`src/rtl/i2c_pkg.sv`:
```
// i2c_pkg: FSM state encoding, register-file sizing and the majority helper shared by the I2C target.
package i2c_pkg;
  localparam int NUM_REGS = 8;
  localparam int PTR_W = 3;
  typedef enum logic [2:0] {IDLE, ADDR, ADDR_ACK, WR_BYTE, WR_ACK, RD_BYTE, RD_ACK, IGNORE} state_t;
  function automatic logic maj3(input logic a, input logic b, input logic c);
    return (a & b) | (a & c) | (b & c);
  endfunction
endpackage

```
`src/rtl/i2c_line_filter.sv`:
```
// i2c_line_filter: 2-flop synchronizer for one bus line; I2C_TARGET_GLITCH_FILTER_EN adds a
// 3-sample majority stage (+2 clk) that rejects pulses of one clk or less.
module i2c_line_filter (
  input  logic clk,
  input  logic rst,
  input  logic din,
  output logic dout
);
  logic [1:0] sync;
  always_ff @(posedge clk or posedge rst)
    if (rst) sync <= 2'b11;
    else sync <= {sync[0], din};
`ifdef I2C_TARGET_GLITCH_FILTER_EN
  logic [1:0] hist;
  logic filt;
  always_ff @(posedge clk or posedge rst)
    if (rst) begin
      hist <= 2'b11;
      filt <= 1'b1;
    end else begin
      hist <= {hist[0], sync[1]};
      filt <= i2c_pkg::maj3(sync[1], hist[0], hist[1]);
    end
  assign dout = filt;
`else
  assign dout = sync[1];
`endif
endmodule

```
`src/rtl/i2c_target.sv`:
```
// i2c_target: I2C target with 4 writable control registers and 4 read-only status registers.
// Optional SCL/SDA glitch filtering is enabled with I2C_TARGET_GLITCH_FILTER_EN.
module i2c_target
  import i2c_pkg::*;
#(
  parameter logic [6:0] DEV_ADDR = 7'h42
) (
  input  logic        clk,
  input  logic        reset,
  input  logic        scl_in,
  input  logic        sda_in,
  output logic        sda_oe,
  output logic [31:0] ctrl_regs,
  input  logic [31:0] status_in,
  output logic        wr_strobe,
  output logic        busy
);
  logic scl, sda, scl_q, sda_q;
  logic scl_rise, scl_fall, start, stop, addr_hit, load_rd;
  state_t state, state_d;
  logic [3:0] cnt, cnt_d;
  logic [7:0] sr, sr_d, rd_data;
  logic [PTR_W-1:0] ptr, ptr_d;
  logic [NUM_REGS/2-1:0][7:0] regs, regs_d;
  logic first, first_d, oe_d, busy_d, strobe_d;

  i2c_line_filter u_scl (.clk(clk), .rst(reset), .din(scl_in), .dout(scl));
  i2c_line_filter u_sda (.clk(clk), .rst(reset), .din(sda_in), .dout(sda));

  assign scl_rise  = scl & ~scl_q;
  assign scl_fall  = ~scl & scl_q;
  assign start     = scl & scl_q & sda_q & ~sda;
  assign stop      = scl & scl_q & ~sda_q & sda;
  assign addr_hit  = sr[7:1] == DEV_ADDR;
  assign rd_data   = ptr[2] ? status_in[{ptr[1:0], 3'b000} +: 8] : regs[ptr[1:0]];
  assign ctrl_regs = regs;

  always_ff @(posedge clk or posedge reset)
    if (reset) begin
      state     <= IDLE;
      cnt       <= '0;
      sr        <= '0;
      ptr       <= '0;
      regs      <= '0;
      first     <= 1'b0;
      sda_oe    <= 1'b0;
      busy      <= 1'b0;
      wr_strobe <= 1'b0;
      scl_q     <= 1'b1;
      sda_q     <= 1'b1;
    end else begin
      state     <= state_d;
      cnt       <= cnt_d;
      sr        <= sr_d;
      ptr       <= ptr_d;
      regs      <= regs_d;
      first     <= first_d;
      sda_oe    <= oe_d;
      busy      <= busy_d;
      wr_strobe <= strobe_d;
      scl_q     <= scl;
      sda_q     <= sda;
    end

  // START/STOP override any bit activity; sda_oe otherwise only moves on SCL falls
  always_comb begin
    state_d  = state;
    cnt_d    = cnt;
    sr_d     = sr;
    ptr_d    = ptr;
    regs_d   = regs;
    first_d  = first;
    oe_d     = sda_oe;
    busy_d   = busy;
    strobe_d = 1'b0;
    load_rd  = 1'b0;
    if (start) begin
      state_d = ADDR;
      cnt_d   = '0;
      first_d = 1'b1;
      oe_d    = 1'b0;
    end else if (stop) begin
      state_d = IDLE;
      oe_d    = 1'b0;
      busy_d  = 1'b0;
    end else
      case (state)
        ADDR:
          if (scl_rise) begin
            sr_d  = {sr[6:0], sda};
            cnt_d = cnt + 1'b1;
          end else if (scl_fall && cnt == 4'd8) begin
            state_d = addr_hit ? ADDR_ACK : IGNORE;
            oe_d    = addr_hit;
            busy_d  = busy | addr_hit;
          end
        ADDR_ACK:
          if (scl_fall) begin
            load_rd = sr[0];
            state_d = WR_BYTE;
            oe_d    = 1'b0;
            cnt_d   = '0;
          end
        WR_BYTE:
          if (scl_rise) begin
            sr_d  = {sr[6:0], sda};
            cnt_d = cnt + 1'b1;
          end else if (scl_fall && cnt == 4'd8) begin
            state_d = WR_ACK;
            oe_d    = 1'b1;
            cnt_d   = '0;
            first_d = 1'b0;
            ptr_d   = first ? sr[PTR_W-1:0] : ptr + 1'b1;
            if (!first && !ptr[2]) begin
              regs_d[ptr[1:0]] = sr;
              strobe_d         = 1'b1;
            end
          end
        WR_ACK:
          if (scl_fall) begin
            state_d = WR_BYTE;
            oe_d    = 1'b0;
          end
        RD_BYTE:
          if (scl_rise) cnt_d = cnt + 1'b1;
          else if (scl_fall) begin
            state_d = cnt == 4'd8 ? RD_ACK : RD_BYTE;
            oe_d    = cnt == 4'd8 ? 1'b0 : ~sr[6];
            sr_d    = {sr[6:0], 1'b0};
          end
        RD_ACK:
          if (scl_rise && sda) state_d = IGNORE;
          else if (scl_fall) load_rd = 1'b1;
        default: ;
      endcase
    if (load_rd) begin
      state_d = RD_BYTE;
      sr_d    = rd_data;
      ptr_d   = ptr + 1'b1;
      oe_d    = ~rd_data[7];
      cnt_d   = '0;
    end
  end
endmodule

```
`config.mk`:
```
export PLATFORM = sky130hd
export DESIGN_NAME = i2c_target
export DESIGN_NICKNAME = d
export VERILOG_FILES = /design/src/rtl/i2c_pkg.sv /design/src/rtl/i2c_line_filter.sv /design/src/rtl/i2c_target.sv
export SDC_FILE = /design/constraint.sdc
export NUM_CORES = 1
export LEC_CHECK = 0
export ABC_AREA = 1
export BUFFER_PORTS_ARGS = -buffer_cell sky130_fd_sc_hd__buf_4
export CAP_MARGIN = 0
export CORE_MARGIN = 10
export CORE_UTILIZATION = 55
export CTS_CLUSTER_SIZE = 10
export DETAILED_ROUTE_END_ITERATION = 8
export GPL_TIMING_DRIVEN = 1
export PLACE_DENSITY = 0.8
export RECOVER_POWER = 25
export SLEW_MARGIN = 20
export SYNTH_ARGS = -nofsm -noshare
export SYNTH_HDL_FRONTEND = slang
export SYNTH_SLANG_ARGS = --single-unit
export TNS_END_PERCENT = 10
```
`constraint.sdc`:
```
create_clock -name clk -period 2.2 [get_ports clk]
set_input_delay 0.22 -clock clk [delete_from_list [all_inputs] [get_ports clk]]
set_output_delay 0.22 -clock clk [all_outputs]
set_load 0.01 [all_outputs]
```
* Yosys cells after proc, flatten, opt, wreduce, memory -nomap -nowiden
Cells that the tools add are included.
Operators by class: add/sub/neg operators 2, reduce and logical (&&, ||, !) cells 27, equal/unequal tests 29, magnitude comparators 2, bitwise gates (word level) 17, shift operators 1, muxes and demuxes 75
Operator list (count):
- two-way mux 8 bit | 9
- two-way mux 3 bit | 19
- != test 5 bit, second input constant | 8
- bitwise mux 32 bit | 1
- variable part select 32 x 6 -> 8 bit | 1
- two-way mux 1 bit | 31
- two-way mux 4 bit | 7
- binary-select mux 8 bit (select 2 bit) | 1
- demux 8 bit (select 2 bit) | 1
- case mux 8 bit (2 select lines) | 1
- case mux 3 bit (5 select lines) | 1
- case mux 4 bit (3 select lines) | 1
- AND reduction 6 bit | 2
- nonzero test 2 bit | 6
- != test 2 x 1 -> 1 bit, second input constant | 5
- AND reduction 5 bit | 2
- == test 3 bit, second input constant | 3
- inverter 1 bit | 9
- AND reduction 9 bit | 1
- AND reduction 4 bit | 2
- AND reduction 8 bit | 1
- nonzero test 8 bit | 1
- AND 1 bit | 7
- == test 7 bit, second input constant | 1
- 24 further kinds | 32
Storage, ports and cells: bits in registers 60, logic and storage cells 169, input port bits 36, output and inout port bits 35

* Longest topological paths before layout
Gate-level depths: netlist (run 1).
depth in word-level cells 9, gate-level depth with buffers 11, mapped depth without buffers 11

* Modules after synthesis
A second synthesis (run 1) with hierarchy kept.
Unflattened totals: cell total of the unflattened synthesis 476, area total of the unflattened synthesis 3472.1 µm²
By module, submodules not included:
- i2c_target | cells an instance 470, seq. area each 1403.8 µm², area each 3359.5 µm², instances 1
- i2c_line_filter | cells an instance 3, seq. area each 52.6 µm², area each 56.3 µm², instances 2

* Least setup slack after synthesis (run 1)
No wires, ideal clock.
path type reg-to-reg, from register ptr[0], to register regs (netlist bit ctrl_regs[17]), stages on the path, launching flop included 9, data required time 2.077 ns, arrival 1.526 ns, clock period less this slack 1.648 ns, buffers on the path 3, library setup time 0.123 ns, slack 0.552 ns, path through dfrtp_1 > clkbuf_1 > inv_1 > clkbuf_1 > ha_1 > nand3_2 > buf_6 > nand2_1 > o21ai_1
On the way: cells in the longest elaborated chain, start to end 5, elaborated cells between the ends (all ways) 6, classes of those cells order compare: 2; mux: 3; reduce/logical: 1
Ends and longest elaborated chain:
- start, declared | RTL line i2c_target.sv:23 | logic [PTR_W-1:0] ptr, ptr_d;
- start signal, assigned | RTL line i2c_target.sv:55 | ptr <= ptr_d;
- < comparator 2 x 3 -> 1 bit (implied by the code) or greater-or-equal comparator 2 x 1 -> 1 bit (tied branches) | RTL line i2c_target.sv:115 | regs_d[ptr[1:0]] = sr;
- logical AND 1 bit (implied by the code) | RTL line i2c_target.sv:115
- two-way mux 8 bit (implied by the code) | RTL line i2c_target.sv:115
- demux 8 bit (select 2 bit) (*) | RTL line i2c_target.sv:115
- bitwise mux 32 bit (*) | RTL line i2c_target.sv:115
- end signal, assigned | RTL line i2c_target.sv:56 | regs <= regs_d;
- end, declared | RTL line i2c_target.sv:24 | logic [NUM_REGS/2-1:0][7:0] regs, regs_d;
Every way passes the cells marked *; elsewhere a longest branch is shown, timed or not. A chain may end at the register's enable or synchronous reset.

* Final worst setup path (run 1)
from register u_sda.sync[1], to register sr[1]
On the way: cells in the longest elaborated chain, start to end 7, elaborated cells between the ends (all ways) 16, classes of those cells eq/ne: 5; mux: 5; bitwise: 3; reduce/logical: 3
Ends and longest elaborated chain:
- start, declared | RTL line i2c_line_filter.sv:9 | logic [1:0] sync;
- start signal, assigned | RTL line i2c_line_filter.sv:12 | else sync <= {sync[0], din};
- logical AND 1 bit | RTL line i2c_target.sv:132 | if (scl_rise && sda) state_d = IGNORE;
- two-way mux 1 bit | RTL line i2c_target.sv:132
- case mux 1 bit (2 select lines) | RTL line i2c_target.sv:87 | case (state)
- two-way mux 1 bit | RTL line i2c_target.sv:82 | end else if (stop) begin
- two-way mux 1 bit | RTL line i2c_target.sv:77 | if (start) begin
- != test 3 bit (no source line), or another cell as far along
- AND reduction 6 bit (no source line)
- end signal, assigned | RTL line i2c_target.sv:54 | sr <= sr_d;
- end, declared | RTL line i2c_target.sv:22 | logic [7:0] sr, sr_d, rd_data;
Several ways; a longest one is shown, not always the timed one.

==> results of run 1 <==
-- power by group through the flow --
stage / clock [mW] / combinational, mW / sequential, mW
after global placement: 0 / 2.17 / 1.46
final: 1.02 / 2.26 / 1.45
after detailed placement: 0 / 2.19 / 1.47
after CTS: 1.02 / 2.21 / 1.45
after global routing: 1.07 / 2.53 / 1.47
after floorplan: 0 / 1.63 / 1.41
-- through the flow --
step / hold WS [ps] / total power [mW] / utilization / area, um^2 / setup WS, ps
after floorplan: 224 / 3.04 / - / 3520 / 505
after CTS: 346 / 4.68 / 0.691 / 4340 / 332
final: 344 / 4.73 / 0.687 / 4310 / 279
after global routing: 370 / 5.07 / 0.687 / 4310 / 118
after detailed placement: 329 / 3.66 / 0.654 / 4110 / 347
after global placement: 329 / 3.63 / 0.654 / 4110 / 341
-- cell usage after synthesis, types with 2 or more instances --
master,count
inv_2,2
inv_1,31
dfrtp_1,54
nand3_1,56
o211ai_1,3
clkinv_1,2
ha_1,6
nand2_2,2
nand4_1,3
nor2_4,2
nor3_1,4
xnor2_1,2
nand2_1,103
nand3_2,5
nor2_1,81
clkbuf_1,6
dfstp_2,6
buf_2,6
a21oi_1,16
o21ai_1,19
o21ai_0,46
buf_6,5
o21ai_2,5
-- path summary, 6_finish.rpt --
kind	end
max in group asynchronous	sda_q
setup / recovery	sr[1]
min in group asynchronous	ctrl_regs[30]
hold / removal	sr[3]
hold reg to reg	u_scl.sync[1]
setup reg to reg	sr[1]
-- logic make-up (layout without fill, tap and decap cells) --
kind of cell | after synthesis | count (layout) | synth area share
flops | 60 | 60 | 0.429
fa+ha+maj | 6 | 6 | 0.0213
compound gates | 91 | 91 | 0.140
simple gates | 262 | 262 | 0.330
xor+xnor | 3 | 3 | 0.00747
buf+inv | 54 | 136 | 0.0722
-- state kept, by name, summed over array words and instances (netlist names) --
signal / cells
busy: 1
cnt: 4
ctrl_regs: 32
first: 1
ptr: 3
scl_q: 1
sda_oe: 1
sda_q: 1
sr: 8
state: 3
u_scl.sync: 2
u_sda.sync: 2
wr_strobe: 1
-- critical path: cells and delay by family, from the launching register on --
family / cells / cell delay (ps)
simple gates: 4 / 690
flops: 1 / 580
buf+inv: 1 / 130
compound gates: 2 / 400
-- layer usage --
| metal | share of wire | GRT usage | routed length [um] |
|---|---|---|---|
| met1 | 0.41 | 0.283 | 4520 |
| met2 | 0.46 | 0.335 | 5140 |
| met5 | 0 | 0 | 0 |
| met4 | 0.024 | 0.0880 | 263 |
| met3 | 0.11 | 0.0687 | 1230 |
-- what timing repair did --
action,CTS,global route
setup endpoints to repair,0,0
hold endpoints to repair,4,0
hold buffers,3,0
-- cell type report --
type                    count  area (um^2)
clock buffers               9          124
repair buffers             84          612
clock inverters             7         75.1
multi-input cells         362         1760
well taps                  77         96.3
fillers                   556         1970
inverters                  36          138
flip-flops and latches     60         1510
==> reports/metrics.cfg, run 1 <==
[critical_path]
worst-r2r-cell-count=7
crit_arrival_ps=2140
cpPeakStageDelay_ps=580
crit_path_cell_trace=inv_1 -> nand4_2 -> nand2_1 -> a21oi_4 -> nand2_2 -> nor2_1 -> a21oi_1
critPathCaptureType=flop
crit-reg2reg-launch=u_sda.sync[1]
cp-startpoint=u_sda.sync[1]
worst_ep_required_time_ps=2420
crit_type=reg2reg
cp-start-kind=flop
crit_fanout=9
slowest_stage=dfstp_1
reg2reg_slack_ps=280

[finish]
fin_cells=635
nNetsFinal=595
final_cell_mix=nand2_1 (103), nor2_1 (81), buf_4 (71)
n_antenna_cell=0
layout-drive-gt1-share=0.208
mostFrequentLayoutCell=nand2_1
area_growth_pct=22.5

[timing]
setup_tns_ps=0
tightest_slew_ps=1220
skew_ps=10.4
setup_violations=0
layout_min_cycle_time_ps=1920
rsz0062_at_grt=false
final_hold_viol_count=0
clock.fmax_mhz=521
finalMaxSlewViolations=0
fin_crit_sh=0.873
slew_headroom=0.188

[detailed_routing]
drc=0
wl_mm=11.1
ant_nets=0
wl_per_cell_um=17.6
detail_route.first_pass.iterations=6
via_per_inst=5.76
drt_iter0_drc=333
vias=3655

[clock_network]
post_cts_buffers=0
cts_tree=done
clock_latency_ps=340
ctsResizeCount=0
root_buffer=clkbuf_8
numCtsBuffers=9
htreeDepth=3
clk_pin_slew_ps=80
cts_sinks=60
clk_path_buf_depth=2

[synth]
syn_inst=476
ys_seq_area_frac=0.429
syn-cell-area_um2=3520
synthArstFlopShare=1.00
netlist.area_leader.share=0.384
synth_warnings=0
synthTopCellsByArea=dfrtp_1 (38%), nand2_1 (11%), nor2_1 (8.6%), nand3_1 (8.0%), o21ai_0 (6.5%)
syn_nets=518
synth_edf_count=0
synth_cell_type_count=34
syn_area_per_cell_um2=7.39
ys_ff_latch=60
ys.flop_type=dfrtp_1
synth_top_area_cell=dfrtp_1

[run_status]
status=finished clean

[global_route]
antenna_found_initial=0
overflow=0
grt_max_degree=36
grt_usage=0.219
grt_pass1_wl_mm=17.6
grt_pass1_vias=3436

[worst_hold_path]
hp-start=status_in[11]
hp-class=in2reg
holdPathStages=5

[floorplanning]
dieArea_um2=10000
core_um2=6280
fp.dieW_um=100
row_count=29
io_pins=71
initial_utilization=0.561
fp.dieH_um=100

[job]
drv_cap=0

[placed_design]
dp_hpwl_mm=8.41
port_buffers=70
routabilityCongestion=1.00
placed_cells=616

[power]
peakVddDrop_mv=1.19
intPower_mw=2.51
p_per_area_nw_per_um2=1100
clock_power_share=0.216
switchingPower_mw=2.22
p_sw_frac=0.469
p_comb_frac=0.477
seqPwrFrac=0.307
power_leakage_nw=2.17

Note: power is estimated with default switching activity, not from simulation.
==> run 2, diff against run 1 <==
SETUP_SLACK_MARGIN = 0.3   (was not set)
==> run 2 against run 1 <==
Compared with the run above:
- count of clock-buffer cells in the layout stayed put
- routed wire length is 1.6% higher
- hold slack better by 21 ps
- combinational power is 3% higher
- critical path depth stayed put
- utilization is 1.3 points higher
- sequential power hardly changed
- design area is 1.9% higher
- global-route usage stayed put
- worst setup slack worse by 5.2 ps
- register-to-register slack hardly changed
- critical path type unchanged
- critical endpoint unchanged
- largest power group unchanged
- highest routed layer unchanged
==> reports/metrics.cfg, run 2 (synthesis gave the netlist of run 1 again) <==
[finish]
n_antenna_cell=0  ; unchanged
fin_area_um2=4390  ; was 4310 um^2
mostFrequentLayoutCell=nand2_1  ; unchanged
nNetsFinal=599  ; was 595
layout-drive-gt1-share=0.226  ; was 0.208
final_cell_mix=nand2_1 (100), nor2_1 (80), buf_4 (75)  ; was nand2_1 (103), nor2_1 (81), buf_4 (71)
largest_reg_flops=32  ; unchanged
area_growth_pct=24.8  ; was 22.5%

[timing]
slew_headroom=0.195  ; was 0.188
rsz0062_at_grt=true  ; was false
setup_violations=0  ; unchanged
final_hold_viol_count=0  ; unchanged
finalMaxSlewViolations=0  ; unchanged
layout_min_cycle_time_ps=1930  ; was 1920 ps
tightest_slew_ps=1210  ; was 1220 ps
clock.fmax_mhz=519  ; was 521 MHz
skew_ps=11.0  ; was 10.4 ps
fin_ws_ps=274  ; was 279 ps
fin_crit_sh=0.876  ; was 0.873
setup_tns_ps=0  ; unchanged

[critical_path]
crit_arrival_ps=2140  ; about the same
cpPeakStageDelay_ps=690  ; was 580 ps
cp-start-kind=flop  ; unchanged
slowest_stage=dfstp_1  ; unchanged
crit_type=reg2reg  ; unchanged
cp_top_family=simple AND/OR/NAND/NOR gates  ; unchanged
critPathCaptureType=flop  ; unchanged
worst_ep_required_time_ps=2420  ; about the same
crit_path_cell_trace=nand2_1 -> inv_1 -> nand3_1 -> nand3_2 -> nand2_2 -> nor2_1 -> a21oi_1  ; was inv_1 -> nand4_2 -> nand2_1 -> a21oi_4 -> nand2_2 -> nor2_1 -> a21oi_1
path_buf_inv=1  ; unchanged
crit_fanout=9  ; unchanged

[placed_design]
dp_hpwl_mm=8.41  ; unchanged
placed_area_um2=4110  ; unchanged
place_ws_ps=347  ; unchanged
port_buffers=70  ; unchanged
routabilityCongestion=1.00  ; unchanged

[floorplanning]
fp.dieH_um=100  ; unchanged
core_um2=6280  ; unchanged
row_count=29  ; unchanged
initial_utilization=0.561  ; unchanged
dieArea_um2=10000  ; unchanged
fp.dieW_um=100  ; unchanged
io_pins=71  ; unchanged

[detailed_routing]
detail_route.first_pass.iterations=6  ; unchanged
wl_mm=11.3  ; was 11.1 mm
ant_nets=0  ; unchanged
drc=0  ; unchanged
via_per_inst=5.78  ; was 5.76
drt_iter0_drc=355  ; was 333
vias=3696  ; was 3655
wl_per_cell_um=17.7  ; was 17.6 um

[global_route]
grt_pass1_wl_mm=17.6  ; unchanged
grt_usage=0.219  ; unchanged
grt_max_degree=36  ; unchanged
antenna_found_initial=0  ; unchanged
grt_pass1_vias=3436  ; unchanged
overflow=0  ; unchanged

[power]
p_per_area_nw_per_um2=1100  ; about the same
power_leakage_nw=2.19  ; was 2.17 nW
finalPower_mw=4.81  ; was 4.73 mW
peakVddDrop_mv=1.03  ; was 1.19 mV

[clock_network]
numCtsBuffers=9  ; unchanged
clk_path_buf_depth=2  ; unchanged
cts_tree=done  ; unchanged
clk_pin_slew_ps=80  ; about the same
clock_latency_ps=340  ; about the same
root_buffer=clkbuf_8  ; unchanged
htreeDepth=3  ; unchanged
cts_sinks=60  ; unchanged

[run_status]
status=finished clean  ; unchanged

[job]
drv_cap=0  ; unchanged

[worst_hold_path]
hp-class=reg2reg  ; was in2reg

[run 2: report_power, final]
group / total, mW / internal, mW / switching [mW]
Clock: 1.03 / 0.528 / 0.502
Sequential: 1.46 / 1.27 / 0.191
Combinational: 2.33 / 0.755 / 1.57
Total: 4.81 / 2.55 / 2.26
[run 2: per-stage QoR]
stage / util / hold slack (ps) / cells
finish: 0.700 / 365 / 639
floorplan: - / 224 / 476
global route: 0.700 / 370 / 639
detailed placement: 0.654 / 329 / 616
global placement: 0.654 / 329 / 616
CTS: 0.691 / 346 / 635
[run 2: metal layers]
metal	GRT usage	wire (um)	part of all wire
met1	0.283	4650	0.41
met3	0.0687	1100	0.097
met4	0.0880	275	0.024
met2	0.335	5300	0.47
met5	0	0	0
[run 2: path summary, 6_finish.rpt]
| path | from | end | slack (ps) | cells after the start |
|---|---|---|---|---|
| worst min register to register | u_scl.sync[0] | u_scl.sync[1] | 370 | 0 |
| worst max register to register | u_scl.sync[1] | sr[1] | 270 | 7 |
| min in group asynchronous | reset | ctrl_regs[30] | 750 | 3 |
| max in group asynchronous | reset | sda_q | 570 | 4 |
| worst max-delay path | u_scl.sync[1] | sr[1] | 270 | 7 |
| worst min-delay path | u_scl.sync[0] | u_scl.sync[1] | 370 | 0 |
[run 2: layout make-up]
type	instances	area, um^2
Sequential cell	60	1510
Multi-Input combinational cell	362	1800
Tap cell	77	96.3
Inverter	36	143
Timing Repair Buffer	88	642
Fill cell	546	1890
Clock buffer	9	124
Clock inverter	7	75.1
[run 2: worst register-to-register path: stages (launching register included)]
cell	delay, ps
dfstp_1	690
nand2_1	230
inv_1	100
nand3_1	120
nand3_2	230
nand2_2	170
nor2_1	150
a21oi_1	120
[run 2: what timing repair did]
item                                    in CTS  in global routing
buffers inserted                             0                  4
endpoints found under the setup margin       0                 45
resized for setup                            0                 14
hold endpoints to repair                     4                  0
hold buffers                                 3                  0
==> run 3, diff against run 2 <==
ABC_AREA = 0   (was 1)
CORE_UTILIZATION = 45   (was 55)
PLACE_DENSITY = 0.68   (was 0.8)
==> run 3 against run 2 <==
Compared with the run above:
- utilization shrank 7.4 points
- clock power grew 5%
- clock skew grew 1.5 ps
- design area shrank 1.5%
- critical endpoint is now state[2]
- sequential power is essentially flat
- global-route usage shrank 6.4 points
- non-clock buffer count grew 7
- register-to-register slack gained 30 ps
- hold slack gained 0.57 ps
- power shrank 24%
- critical path depth shrank 2
==> reports/metrics.cfg, run 3 <==
[floorplanning]
fp.dieH_um=105  ; was 100 um
fp.dieW_um=105  ; was 100 um
row_count=30  ; was 29
initial_utilization=0.469  ; was 0.561
dieArea_um2=11000  ; was 10000 um^2
core_um2=6910  ; was 6280 um^2
io_pins=71  ; unchanged

[synth]
netlist.area_leader.share=0.417  ; was 0.384
syn_area_per_cell_um2=11.8  ; was 7.39 um^2
synth_xor_area_frac=0  ; was 0.00747
synth_warnings=0  ; unchanged
ys_ff_latch=60  ; unchanged
syn-cell-area_um2=3240  ; was 3520 um^2
synth_mux_area_frac=0.261  ; was 0
synth_top_area_cell=dfrtp_1  ; unchanged
synth_cell_type_count=49  ; was 34
synthTopCellsByArea=dfrtp_1 (42%), mux2_2 (11%), mux4_2 (11%), dfstp_2 (4.9%), o21ai_0 (3.1%)  ; was dfrtp_1 (38%), nand2_1 (11%), nor2_1 (8.6%), nand3_1 (8.0%), o21ai_0 (6.5%)
yosys.area_share.adder=0.0232  ; was 0.0213
synthArstFlopShare=1.00  ; unchanged
netlist_top_cells_count=dfrtp_1 (54), mux2_2 (33), nand2_1 (26)  ; was nand2_1 (103), nor2_1 (81), nand3_1 (56)
syn_inst=275  ; was 476
synth_compound_area_frac=0.0931  ; was 0.140
synth-simple-area-share=0.133  ; was 0.330
synth_edf_count=0  ; unchanged
ys_seq_area_frac=0.466  ; was 0.429
synth_top_family_by_area=multiplexers  ; was simple AND/OR/NAND/NOR gates
synth_most_common_cell=dfrtp_1  ; was nand2_1
ys.flop_type=dfrtp_1  ; unchanged
syn_nets=317  ; was 518

[timing]
finalMaxSlewViolations=0  ; unchanged
clock.fmax_mhz=527  ; was 519 MHz
slew_headroom=0.294  ; was 0.195
tightest_slew_ps=1060  ; was 1210 ps
final_hold_viol_count=0  ; unchanged
rsz0062_at_grt=true  ; unchanged
setup_violations=0  ; unchanged
layout_min_cycle_time_ps=1900  ; was 1930 ps
setup_tns_ps=0  ; unchanged
fin_crit_sh=0.863  ; was 0.876
skew_ps=12.5  ; was 11.0 ps

[critical_path]
slowest_stage=dfrtp_1  ; was dfstp_1
worst_ep_required_time_ps=2420  ; about the same
crit_arrival_ps=2110  ; was 2140 ps
cp_top_family=simple AND/OR/NAND/NOR gates  ; unchanged
crit_cells=5  ; was 7
cpPeakStageDelay_ps=470  ; was 690 ps
path_buf_inv=0  ; was 1
crit_fanout=6  ; was 9
reg2reg_slack_ps=300  ; was 270 ps
worst-r2r-cell-count=5  ; was 7
cp-start-kind=flop  ; unchanged
critPathCaptureType=flop  ; unchanged
crit_type=reg2reg  ; unchanged
crit_path_cell_trace=or2_2 -> a221oi_2 -> a211oi_2 -> nor2_2 -> mux2_2  ; was nand2_1 -> inv_1 -> nand3_1 -> nand3_2 -> nand2_2 -> nor2_1 -> a21oi_1

[finish]
n_antenna_cell=0  ; unchanged
layout-drive-gt1-share=0.464  ; was 0.226
mostFrequentLayoutCell=buf_4  ; was nand2_1
nNetsFinal=412  ; was 599
fin_util=0.626  ; was 0.700
area_growth_pct=33.5  ; was 24.8%
largest_reg_flops=32  ; unchanged
final_cell_mix=buf_4 (79), dfrtp_1 (53), mux2_2 (33)  ; was nand2_1 (100), nor2_1 (80), buf_4 (75)
fin_cells=471  ; was 639

[job]
drv_cap=0  ; unchanged

[power]
clock_power_share=0.295  ; was 0.214
intPower_mw=2.45  ; was 2.55 mW
power_leakage_nw=2.02  ; was 2.19 nW
seqPwrFrac=0.395  ; was 0.303
p_comb_frac=0.310  ; was 0.483
switchingPower_mw=1.22  ; was 2.26 mW
p_sw_frac=0.333  ; was 0.470
p_per_area_nw_per_um2=849  ; was 1100 nW/um^2
peakVddDrop_mv=0.371  ; was 1.03 mV

[detailed_routing]
via_per_inst=5.50  ; was 5.78
vias=2589  ; was 3696
wl_per_cell_um=18.3  ; was 17.7 um
drc=0  ; unchanged
ant_nets=0  ; unchanged
detail_route.first_pass.iterations=4  ; was 6
drt_iter0_drc=250  ; was 355
wl_mm=8.63  ; was 11.3 mm

[global_route]
antenna_found_initial=0  ; unchanged
grt_max_degree=35  ; was 36
grt_pass1_wl_mm=14.1  ; was 17.6 mm
overflow=0  ; unchanged
grt_usage=0.155  ; was 0.219
grt_pass1_vias=2689  ; was 3436

[clock_network]
cts_tree=done  ; unchanged
clk_pin_slew_ps=70  ; was 80 ps
htreeDepth=3  ; unchanged
clock_latency_ps=340  ; about the same
clk_path_buf_depth=2  ; unchanged
root_buffer=clkbuf_8  ; unchanged
numCtsBuffers=9  ; unchanged
cts_sinks=60  ; unchanged

[placed_design]
routabilityCongestion=0.845  ; was 1.00
port_buffers=70  ; unchanged
placed_cells=442  ; was 616
dp_hpwl_mm=6.25  ; was 8.41 mm

[worst_hold_path]
hp-class=reg2reg  ; unchanged
holdPathStages=0  ; unchanged

[run_status]
status=finished clean  ; unchanged

run 3: cell types whose count changed after synthesis, sizes merged, moves of 9 or more:
cell,change
inv,-26
nand2,-75
nand3,-54
o21ai,-49
nor2,-70
mux2,+35
mux4,+16
mux2i,+9
run 3: cell families after synthesis:
group	Yosys count
compound gates	49
fa+ha+maj	6
buf+inv	19
flops	60
mux	60
simple gates	81
run 3: repair_timing:
item                                   in CTS  in global routing
endpoints found under the hold margin      23                  0
setup endpoints to repair                  34                 41
pin swaps                                   1                  2
resized for setup                           5                 12
hold buffers                                3                  0
setup buffers                               3                  7
gates cloned                                0                  0
run 3: metrics by stage:
step	hold WS (ps)	setup slack [ps]	power, mW	area [um^2]
detailed placement	330	83.7	2.50	3950
CTS	361	271	3.60	4250
global route	370	176	3.89	4320
finish	366	301	3.67	4320
floorplan	224	378	2.14	3240
global placement	329	177	2.48	3950
run 3: routing by layer:
layer	global-route usage	vias up	share of wire	wire length, um
met5	0	-	0	0
met4	0.0588	0	0.013	113
met3	0.0319	8	0.053	456
met2	0.229	88	0.46	3950
met1	0.218	1281	0.48	4110
li1	-	1212	-	-
run 3: cell type report:
class | count | area, um^2
Clock buffer | 9 | 124
Clock inverter | 7 | 91.3
Fill cell | 588 | 2580
Inverter | 8 | 30.0
Multi-Input combinational cell | 196 | 1710
Sequential cell | 60 | 1510
Tap cell | 96 | 120
Timing Repair Buffer | 95 | 739
run 3: path summary, 6_finish.rpt:
path                          startpoint       endpoint
setup / recovery                state[1]       state[2]
hold / removal             u_scl.sync[0]  u_scl.sync[1]
setup reg to reg                state[1]       state[2]
hold reg to reg            u_scl.sync[0]  u_scl.sync[1]
max in group asynchronous          reset          sda_q
min in group asynchronous          reset          sr[2]
run 3: power by group through the flow:
| stage | sequential, mW | combinational (mW) | clock (mW) |
|---|---|---|---|
| after CTS | 1.45 | 1.05 | 1.09 |
| final | 1.45 | 1.14 | 1.08 |
| after floorplan | 1.39 | 0.744 | 0 |
| after global placement | 1.47 | 1.01 | 0 |
| after global routing | 1.48 | 1.26 | 1.15 |
| after detailed placement | 1.47 | 1.03 | 0 |
